--- src/rtl/convert_arb.sv ---
// convert_arb: round-robin arbiter in front of a shared two-stage fixed-point
// format converter. Each requester offers one signed sample in format
// (N_BITS_IN, BIN_PT_IN). The granted sample is realigned to BIN_PT_OUT with
// round-half-up, then saturated to N_BITS_OUT bits. Results are tagged with the
// index of the requester that sent them.
//
// Ports:
//   clk        clock; all state changes on the rising edge
//   rst        asynchronous active-high reset
//   in_data    packed samples; requester i at [i*N_BITS_IN +: N_BITS_IN]
//   in_valid   per-requester valid
//   in_ready   per-requester ready; at most one bit is high
//   out_data   converted sample
//   out_id     index of the originating requester
//   out_ovf    high when the sample was saturated
//   out_valid  result valid
//   out_ready  consumer ready
module convert_arb #(
  parameter int N_REQ      = 4,
  parameter int N_BITS_IN  = 8,
  parameter int BIN_PT_IN  = 4,
  parameter int N_BITS_OUT = 4,
  parameter int BIN_PT_OUT = 1,
  parameter int ID_W       = 2
) (
  input  logic                         clk,
  input  logic                         rst,
  input  logic [N_REQ*N_BITS_IN-1:0]   in_data,
  input  logic [N_REQ-1:0]             in_valid,
  output logic [N_REQ-1:0]             in_ready,
  output logic [N_BITS_OUT-1:0]        out_data,
  output logic [ID_W-1:0]              out_id,
  output logic                         out_ovf,
  output logic                         out_valid,
  input  logic                         out_ready
);

  localparam int D  = BIN_PT_IN - BIN_PT_OUT;
  localparam int AD = (D > 0) ? D : -D;
  // One guard bit on top of the alignment shift so neither the rounding
  // addition nor the left shift can overflow.
  localparam int W1 = N_BITS_IN + AD + 1;

  localparam logic signed [W1-1:0] SAT_MAX = W1'((2 ** (N_BITS_OUT - 1)) - 1);
  localparam logic signed [W1-1:0] SAT_MIN = ~SAT_MAX;

  // Pipeline and arbitration state
  logic [ID_W-1:0]        ptr_reg;
  logic                   s1_valid_reg;
  logic signed [W1-1:0]   s1_val_reg;
  logic [ID_W-1:0]        s1_id_reg;
  logic                   s2_valid_reg;
  logic [N_BITS_OUT-1:0]  s2_data_reg;
  logic                   s2_ovf_reg;
  logic [ID_W-1:0]        s2_id_reg;

  logic                   s1_adv;
  logic                   s2_adv;
  logic                   take;
  logic                   gnt_found;
  logic [ID_W-1:0]        gnt_idx;
  logic [ID_W:0]          rr_idx;
  logic [ID_W-1:0]        ptr_next;

  logic [N_BITS_IN-1:0]   lane [N_REQ];
  logic [N_BITS_IN-1:0]   sel_data;
  logic signed [W1-1:0]   ext;
  logic signed [W1-1:0]   aligned;
  logic [N_BITS_OUT-1:0]  sat_data;
  logic                   sat_ovf;

  assign s2_adv = !s2_valid_reg || out_ready;
  assign s1_adv = !s1_valid_reg || s2_adv;

  // Round-robin search starting at ptr; the sum is one bit wider than the
  // index so the wrap can be done with a single conditional subtract.
  always_comb begin
    gnt_found = 1'b0;
    gnt_idx   = '0;
    rr_idx    = '0;
    for (int k = 0; k < N_REQ; k++) begin
      rr_idx = {1'b0, ptr_reg} + (ID_W+1)'(k);
      if (rr_idx >= (ID_W+1)'(N_REQ)) begin
        rr_idx = rr_idx - (ID_W+1)'(N_REQ);
      end
      if (!gnt_found && in_valid[rr_idx[ID_W-1:0]]) begin
        gnt_found = 1'b1;
        gnt_idx   = rr_idx[ID_W-1:0];
      end
    end
  end

  // rst gates acceptance so in_ready is zero for as long as reset is held.
  assign take     = gnt_found && s1_adv && !rst;
  assign ptr_next = (gnt_idx == ID_W'(N_REQ - 1)) ? '0 : gnt_idx + 1'b1;

  generate
    for (genvar gi = 0; gi < N_REQ; gi++) begin : g_lane
      assign lane[gi]     = in_data[gi*N_BITS_IN +: N_BITS_IN];
      assign in_ready[gi] = take && (gnt_idx == ID_W'(gi));
    end
  endgenerate

  assign sel_data = lane[gnt_idx];
  assign ext      = {{(AD+1){sel_data[N_BITS_IN-1]}}, sel_data};

  generate
    if (D > 0) begin : g_round
      // Adding half an output LSB before the floor shift rounds ties toward +inf.
      localparam logic signed [W1-1:0] HALF = W1'(2 ** (D - 1));
      assign aligned = (ext + HALF) >>> D;
    end else begin : g_widen
      assign aligned = ext <<< AD;
    end
  endgenerate

  always_comb begin
    sat_data = s1_val_reg[N_BITS_OUT-1:0];
    sat_ovf  = 1'b0;
    if (s1_val_reg > SAT_MAX) begin
      sat_data = SAT_MAX[N_BITS_OUT-1:0];
      sat_ovf  = 1'b1;
    end else if (s1_val_reg < SAT_MIN) begin
      sat_data = SAT_MIN[N_BITS_OUT-1:0];
      sat_ovf  = 1'b1;
    end
  end

  always_ff @(posedge clk or posedge rst) begin
    if (rst) begin
      ptr_reg      <= '0;
      s1_valid_reg <= 1'b0;
      s1_val_reg   <= '0;
      s1_id_reg    <= '0;
    end else begin
      if (take) begin
        ptr_reg <= ptr_next;
      end
      if (s1_adv) begin
        s1_valid_reg <= take;
        if (take) begin
          s1_val_reg <= aligned;
          s1_id_reg  <= gnt_idx;
        end
      end
    end
  end

  always_ff @(posedge clk or posedge rst) begin
    if (rst) begin
      s2_valid_reg <= 1'b0;
      s2_data_reg  <= '0;
      s2_ovf_reg   <= 1'b0;
      s2_id_reg    <= '0;
    end else if (s2_adv) begin
      s2_valid_reg <= s1_valid_reg;
      if (s1_valid_reg) begin
        s2_data_reg <= sat_data;
        s2_ovf_reg  <= sat_ovf;
        s2_id_reg   <= s1_id_reg;
      end
    end
  end

  assign out_valid = s2_valid_reg;
  assign out_data  = s2_data_reg;
  assign out_ovf   = s2_ovf_reg;
  assign out_id    = s2_id_reg;

endmodule

--- config.mk ---
export PLATFORM = sky130hd
export DESIGN_NAME = convert_arb
export DESIGN_NICKNAME = d
export VERILOG_FILES = /design/src/rtl/convert_arb.sv
export SDC_FILE = /design/constraint.sdc
export NUM_CORES = 1
export LEC_CHECK = 0
export ABC_AREA = 1
export CAP_MARGIN = 20
export CORE_ASPECT_RATIO = 0.75
export CORE_MARGIN = 4
export CORE_UTILIZATION = 42
export DETAILED_ROUTE_END_ITERATION = 8
export GPL_TIMING_DRIVEN = 0
export PLACE_DENSITY = 0.77
export SLEW_MARGIN = 20
export SYNTH_ARGS = -nofsm -noshare
export SYNTH_HDL_FRONTEND = slang
export SYNTH_SLANG_ARGS = --single-unit
--- constraint.sdc ---
create_clock -name clk -period 2.1 [get_ports clk]
set_input_delay 0.315 -clock clk [delete_from_list [all_inputs] [get_ports clk]]
set_output_delay 0.315 -clock clk [all_outputs]
set_load 0.05 [all_outputs]
==> impl_metrics.ini, run 1 <==
[sta]
tns_ns = -2.82
slew_headroom_pct = 53.9
worst_slew_pin_slew_ns = 0.691
finalSetupViolCount = 10
finalHoldViolations = 0
fin_skew_ns = 0.00166
setup_slack_ns = -0.352
finalCritPeriodShare_pct = 117
finalCriticalPeriod_ns = 2.45
finalMaxSlewViolations = 0
max_freq_mhz = 408
rsz0062_at_grt = true

[critical_path]
arrival_ns = 2.14
path_cells = buf_6, inv_8, nand2_2, nand3_2, nand2_2, nor2_4, nand3_4, nand3_4, buf_8, ha_4, inv_2, nor2_4, buf_8
r2r_end = s1_val_reg[3]
timing.rr.start = ptr_reg[0]
end_kind = output pin
worstSetupPathType = reg -> out
cp_slowest_cell = dfrtp_1
reg2reg_slack_ns = -0.30
startpoint = ptr_reg[0]
start_kind = flop
path_delay_family = simple AND/OR/NAND/NOR gates
cp.required_ns = 1.78
critPathMaxFanout = 9
reg2regPathDepth = 18
crit_buf_inv = 5
slowest_delay_ns = 0.40

[detailed_routing]
viasPerCell = 4.81
vias = 1732
wl_per_cell_um = 12.2
drc = 0
ant_nets = 0
first_pass_iters = 4
first_iter_violations = 69
routed_wl_um = 4400

[floorplanning]
num_rows = 18
io_pins = 51
dieArea_mm2 = 0.00477
fp.dieW_um = 78.4
start_util_pct = 45.7
coreArea_mm2 = 0.00342
fp.dieH_um = 60.8

[status]
status = finished, violations left
violations = setup timing

[layout]
stdcell_area_mm2 = 0.00254
mostFrequentLayoutCell = nand2_1
finalNetCount = 355
drive_gt1_share_pct = 34.8
area_growth_pct = 62.9
n_antenna_cell = 0
final_cell_mix = nand2_1, clkdlybuf4s50_1, inv_1, nand2_2, buf_4
largest_reg_flops = 6

[placed_design]
place_area_mm2 = 0.00210
portBuffers = 42
place_ws_ns = -1.25
gp_congestion = 0.820
hpwl_um = 2750

[synth]
synth_edf_count = 0
yosysUniqueCellTypes = 27
synth_seq_cells = 19
yosysWarnings = 0
syn_inst = 240
async_reset_ff_share_pct = 100
yosys_most_used_dff = dfrtp_1
synth.net_count = 284
synth_top_area_share_pct = 30.4
yosys.area.top_type = dfrtp_1
synth-seq-area-share_pct = 30.4
avgSynthCellArea_um2 = 6.51
syn-cell-area_mm2 = 0.00156
synthTopCellsByArea = dfrtp_1, nand2_1, inv_1, nand3_1, ha_1

[clocking]
cts_hold_buf = 0
clockRootBuffer = clkbuf_8
numCtsBuffers = 3
clk_latency_ns = 0.25
cts.sinks = 19
clockBufferDepth = 2
ctsHtreeMaxLevel = 1
cts_tree = done
cts.clk_slew.worst_paths_ns = 0.07

[global_route]
grt_use_met2_pct = 30.2
grt_pass1_wl_um = 6820
track_usage_pct = 18.2
grt_max_degree = 20
antenna_found_initial = 0
met3_usage_pct = 3.71
met1_usage_pct = 23.9
overflow = 0
grt_pass1_vias = 1596
busiest_layer = met2

[worst_hold_path]
hold_end = out_data[0]
holdPathStages = 2
hold_path.class = reg -> reg
holdCritStartpoint = out_data[0]

[run]
max_cap_viol_count = 0
[synth_stat cells, types with 2 or more instances]
master,number
a21oi_1,4
buf_6,2
dfrtp_1,19
ha_1,5
inv_1,39
inv_2,5
nand2_1,85
nand2_2,9
nand2_4,2
nand3_1,20
nand3_2,3
nand4_1,7
nor2_1,13
nor2_4,2
o21ai_0,11
o21ai_1,2
o21bai_1,2
[cell families (layout without fill, tap and decap cells)]
kind of cell / Yosys count / after routing / share of synthesized area, %
flops: 19 / 19 / 30.4
buf+inv: 50 / 120 / 13.8
simple gates: 144 / 144 / 43.7
compound gates: 22 / 22 / 8.09
fa+ha+maj: 5 / 5 / 4.00
[worst max path at each step]
| stage | to | slack (ns) | cells after the start |
|---|---|---|---|
| floorplan | in_ready[0] | -0.11 | 13 |
| global placement | in_ready[0] | -1.23 | 13 |
| detailed placement | in_ready[0] | -1.25 | 13 |
| CTS | in_ready[1] | -0.29 | 14 |
| global route | s1_val_reg[3] | -0.49 | 18 |
| finish | in_ready[0] | -0.35 | 13 |
[per-stage QoR]
stage / hold slack [ns] / util (%) / instances
floorplan: 0.266 / - / 240
global placement: 0.461 / 61.4 / 332
detailed placement: 0.467 / 61.4 / 332
CTS: 0.485 / 69.0 / 353
global route: 0.517 / 74.3 / 360
finish: 0.477 / 74.3 / 360
[layout make-up]
cell class	count	area (µm²)
buffer	5	60.1
clock buffer	3	41.3
clock inverter	1	5.00
fill	259	878
inverter	45	184
multi-input combinational	171	1080
sequential	19	477
tap	50	62.6
timing repair buffer	66	631
[metal layers]
layer / wire [µm] / up-vias
met5: 0 / -
met4: 112 / 0
met3: 246 / 11
met2: 1980 / 52
met1: 2060 / 781
li1: - / 888
[worst min-delay path, cell delays in order (launching register included)]
cell and delay (ns):
dfrtp_1 0.34, nand2_1 0.05, nand2_1 0.06
[timing repair]
action,in CTS,in global routing
gates cloned,1,1
hold endpoints to repair,0,0
setup endpoints to repair,10,10
gates resized for setup,57,30
pin swaps,13,18
buffers inserted,16,6
Power of run 1 is not shown: default switching activity piles up to over one toggle a cycle in this logic, so the estimate is an artifact.
==> run 2, diff against run 1 <==
Settings changed: CORE_UTILIZATION 42 to 50, PLACE_DENSITY 0.77 to 0.86.
Clock period 2.1 ns to 2.9 ns, I/O delays scaled along.
==> run 2 against run 1 <==
The flow now finishes without violations. First-iteration DRC count increased by 84%. Setup slack improved by 0.48 ns. Design area shrank 16%. Register-to-register slack better by 0.84 ns. Hold slack improved by 0.0080 ns. Critical path type is now in -> out. Final cell count down 8.9%. Die area is 14% lower. Utilization decreased by 2.5 points. Sequential cell count unchanged. Critical path depth did not move. Count of clock-buffer cells in the layout did not move. Sequential share of layout area up 3.5 points. Highest routed layer unchanged.
==> impl_metrics.ini, run 2 (synthesis results as in run 1) <==
[layout]
area_growth_pct = 37.0
mostFrequentLayoutCell = nand2_1
drive_gt1_share_pct = 16.6
finalNetCount = 335
largest_reg_flops = 6
n_antenna_cell = 0
nFillCells = 248
final_cell_mix = nand2_1, inv_1, clkdlybuf4s50_1, nand3_1, dfrtp_1

[worst_hold_path]
hold_path.class = reg -> reg

[placed_design]
place_ws_ns = -0.702
hpwl_um = 2820
gp_congestion = 0.919
portBuffers = 42

[clocking]
numCtsBuffers = 3
clockRootBuffer = clkbuf_8
cts_tree = done
clk_latency_ns = 0.25
cts_hold_buf = 0
cts.sinks = 19
ctsHtreeMaxLevel = 1
cts.clk_slew.worst_paths_ns = 0.07
clockBufferDepth = 2

[floorplanning]
fp.dieH_um = 56.4
dieArea_mm2 = 0.00409
io_pins = 51
start_util_pct = 52.5
coreArea_mm2 = 0.00298
fp.dieW_um = 72.6
num_rows = 17

[global_route]
grt_pass1_vias = 1468
grt_max_degree = 20
track_usage_pct = 18.4
antenna_found_initial = 0
overflow = 0
grt_pass1_wl_um = 6130

[sta]
holdWs_ns = 0.485
worst_slew_pin_slew_ns = 0.697
tns_ns = 0
max_freq_mhz = 361
fin_skew_ns = 0.000944
finalHoldViolations = 0
setup_slack_ns = 0.131
finalMaxSlewViolations = 0
finalSetupViolCount = 0
slew_headroom_pct = 53.5
finalCriticalPeriod_ns = 2.77
finalCritPeriodShare_pct = 95.5

[detailed_routing]
wl_per_cell_um = 10.9
vias = 1598
ant_nets = 0
routed_wl_um = 3580
viasPerCell = 4.87
first_pass_iters = 4
drc = 0
first_iter_violations = 127

[critical_path]
arrival_ns = 2.33
critPathMaxFanout = 10
start_kind = input port
worstSetupPathType = in -> out
cp.required_ns = 2.47
end_kind = output pin

[run]
max_cap_viol_count = 0

[status]
status = completed
-- run 2: repair_timing --
| action | CTS | global route |
|---|---|---|
| buffers inserted | 1 | 3 |
| pin swaps | 1 | 3 |
| endpoints found under the setup margin | 4 | 4 |
| gates resized for setup | 22 | 18 |
-- run 2: metrics by stage --
step	instance area, µm²	util, %	std cells
finish	2140	71.9	328
global route	2140	71.9	328
CTS	2070	69.5	325
detailed placement	2030	68.2	320
global placement	2030	68.2	320
floorplan	1560	-	240
-- run 2: worst paths after layout --
kind	slack, ns	start	cells after the start	endpoint
max in group asynchronous	1.77	rst	2	out_data[0]
hold / removal	0.48	out_data[2]	2	out_data[2]
hold reg to reg	0.48	out_data[2]	2	out_data[2]
min in group asynchronous	0.69	rst	2	ptr_reg[1]
setup / recovery	0.13	in_valid[1]	13	in_ready[2]
setup reg to reg	0.54	ptr_reg[0]	18	s1_val_reg[3]
-- run 2: critical path: stages --
cell and delay (ns):
clkdlybuf4s50_1 0.48, inv_1 0.06, nand2_1 0.10, nand3_1 0.12
nand2_2 0.12, inv_2 0.06, nand3_4 0.10, inv_2 0.08
nor3_4 0.21, inv_2 0.09, buf_4 0.18, nor2_1 0.12
buf_6 0.17
-- run 2: cell type report --
| cell class | instances | area [µm²] | area share [%] |
|---|---|---|---|
| buffer | 5 | 45.0 | 2.10 |
| clock buffer | 3 | 41.3 | 1.93 |
| clock inverter | 1 | 5.00 | 0.234 |
| inverter | 45 | 176 | 8.24 |
| multi-input combinational | 171 | 895 | 41.8 |
| sequential | 19 | 475 | 22.2 |
| tap | 38 | 47.5 | 2.22 |
| timing repair buffer | 46 | 455 | 21.3 |
-- run 2: per-layer routing --
metal / vias to the layer above / global-route usage (%) / share of wire, %
li1: 849 / - / -
met1: 680 / 25.2 / 46
met2: 64 / 29.4 / 44
met3: 5 / 3.04 / 7.9
met4: 0 / 5.53 / 1.3
met5: - / 0 / 0
Power of run 2 is left out for the same reason.
==> run 3, diff against run 2 <==
Settings changed: CTS_CLUSTER_DIAMETER set to 30.
==> results of run 3 <==
Same layout as run 2: the final DEF is identical, and so are final timing and power.
Power of run 3 is left out for the same reason.
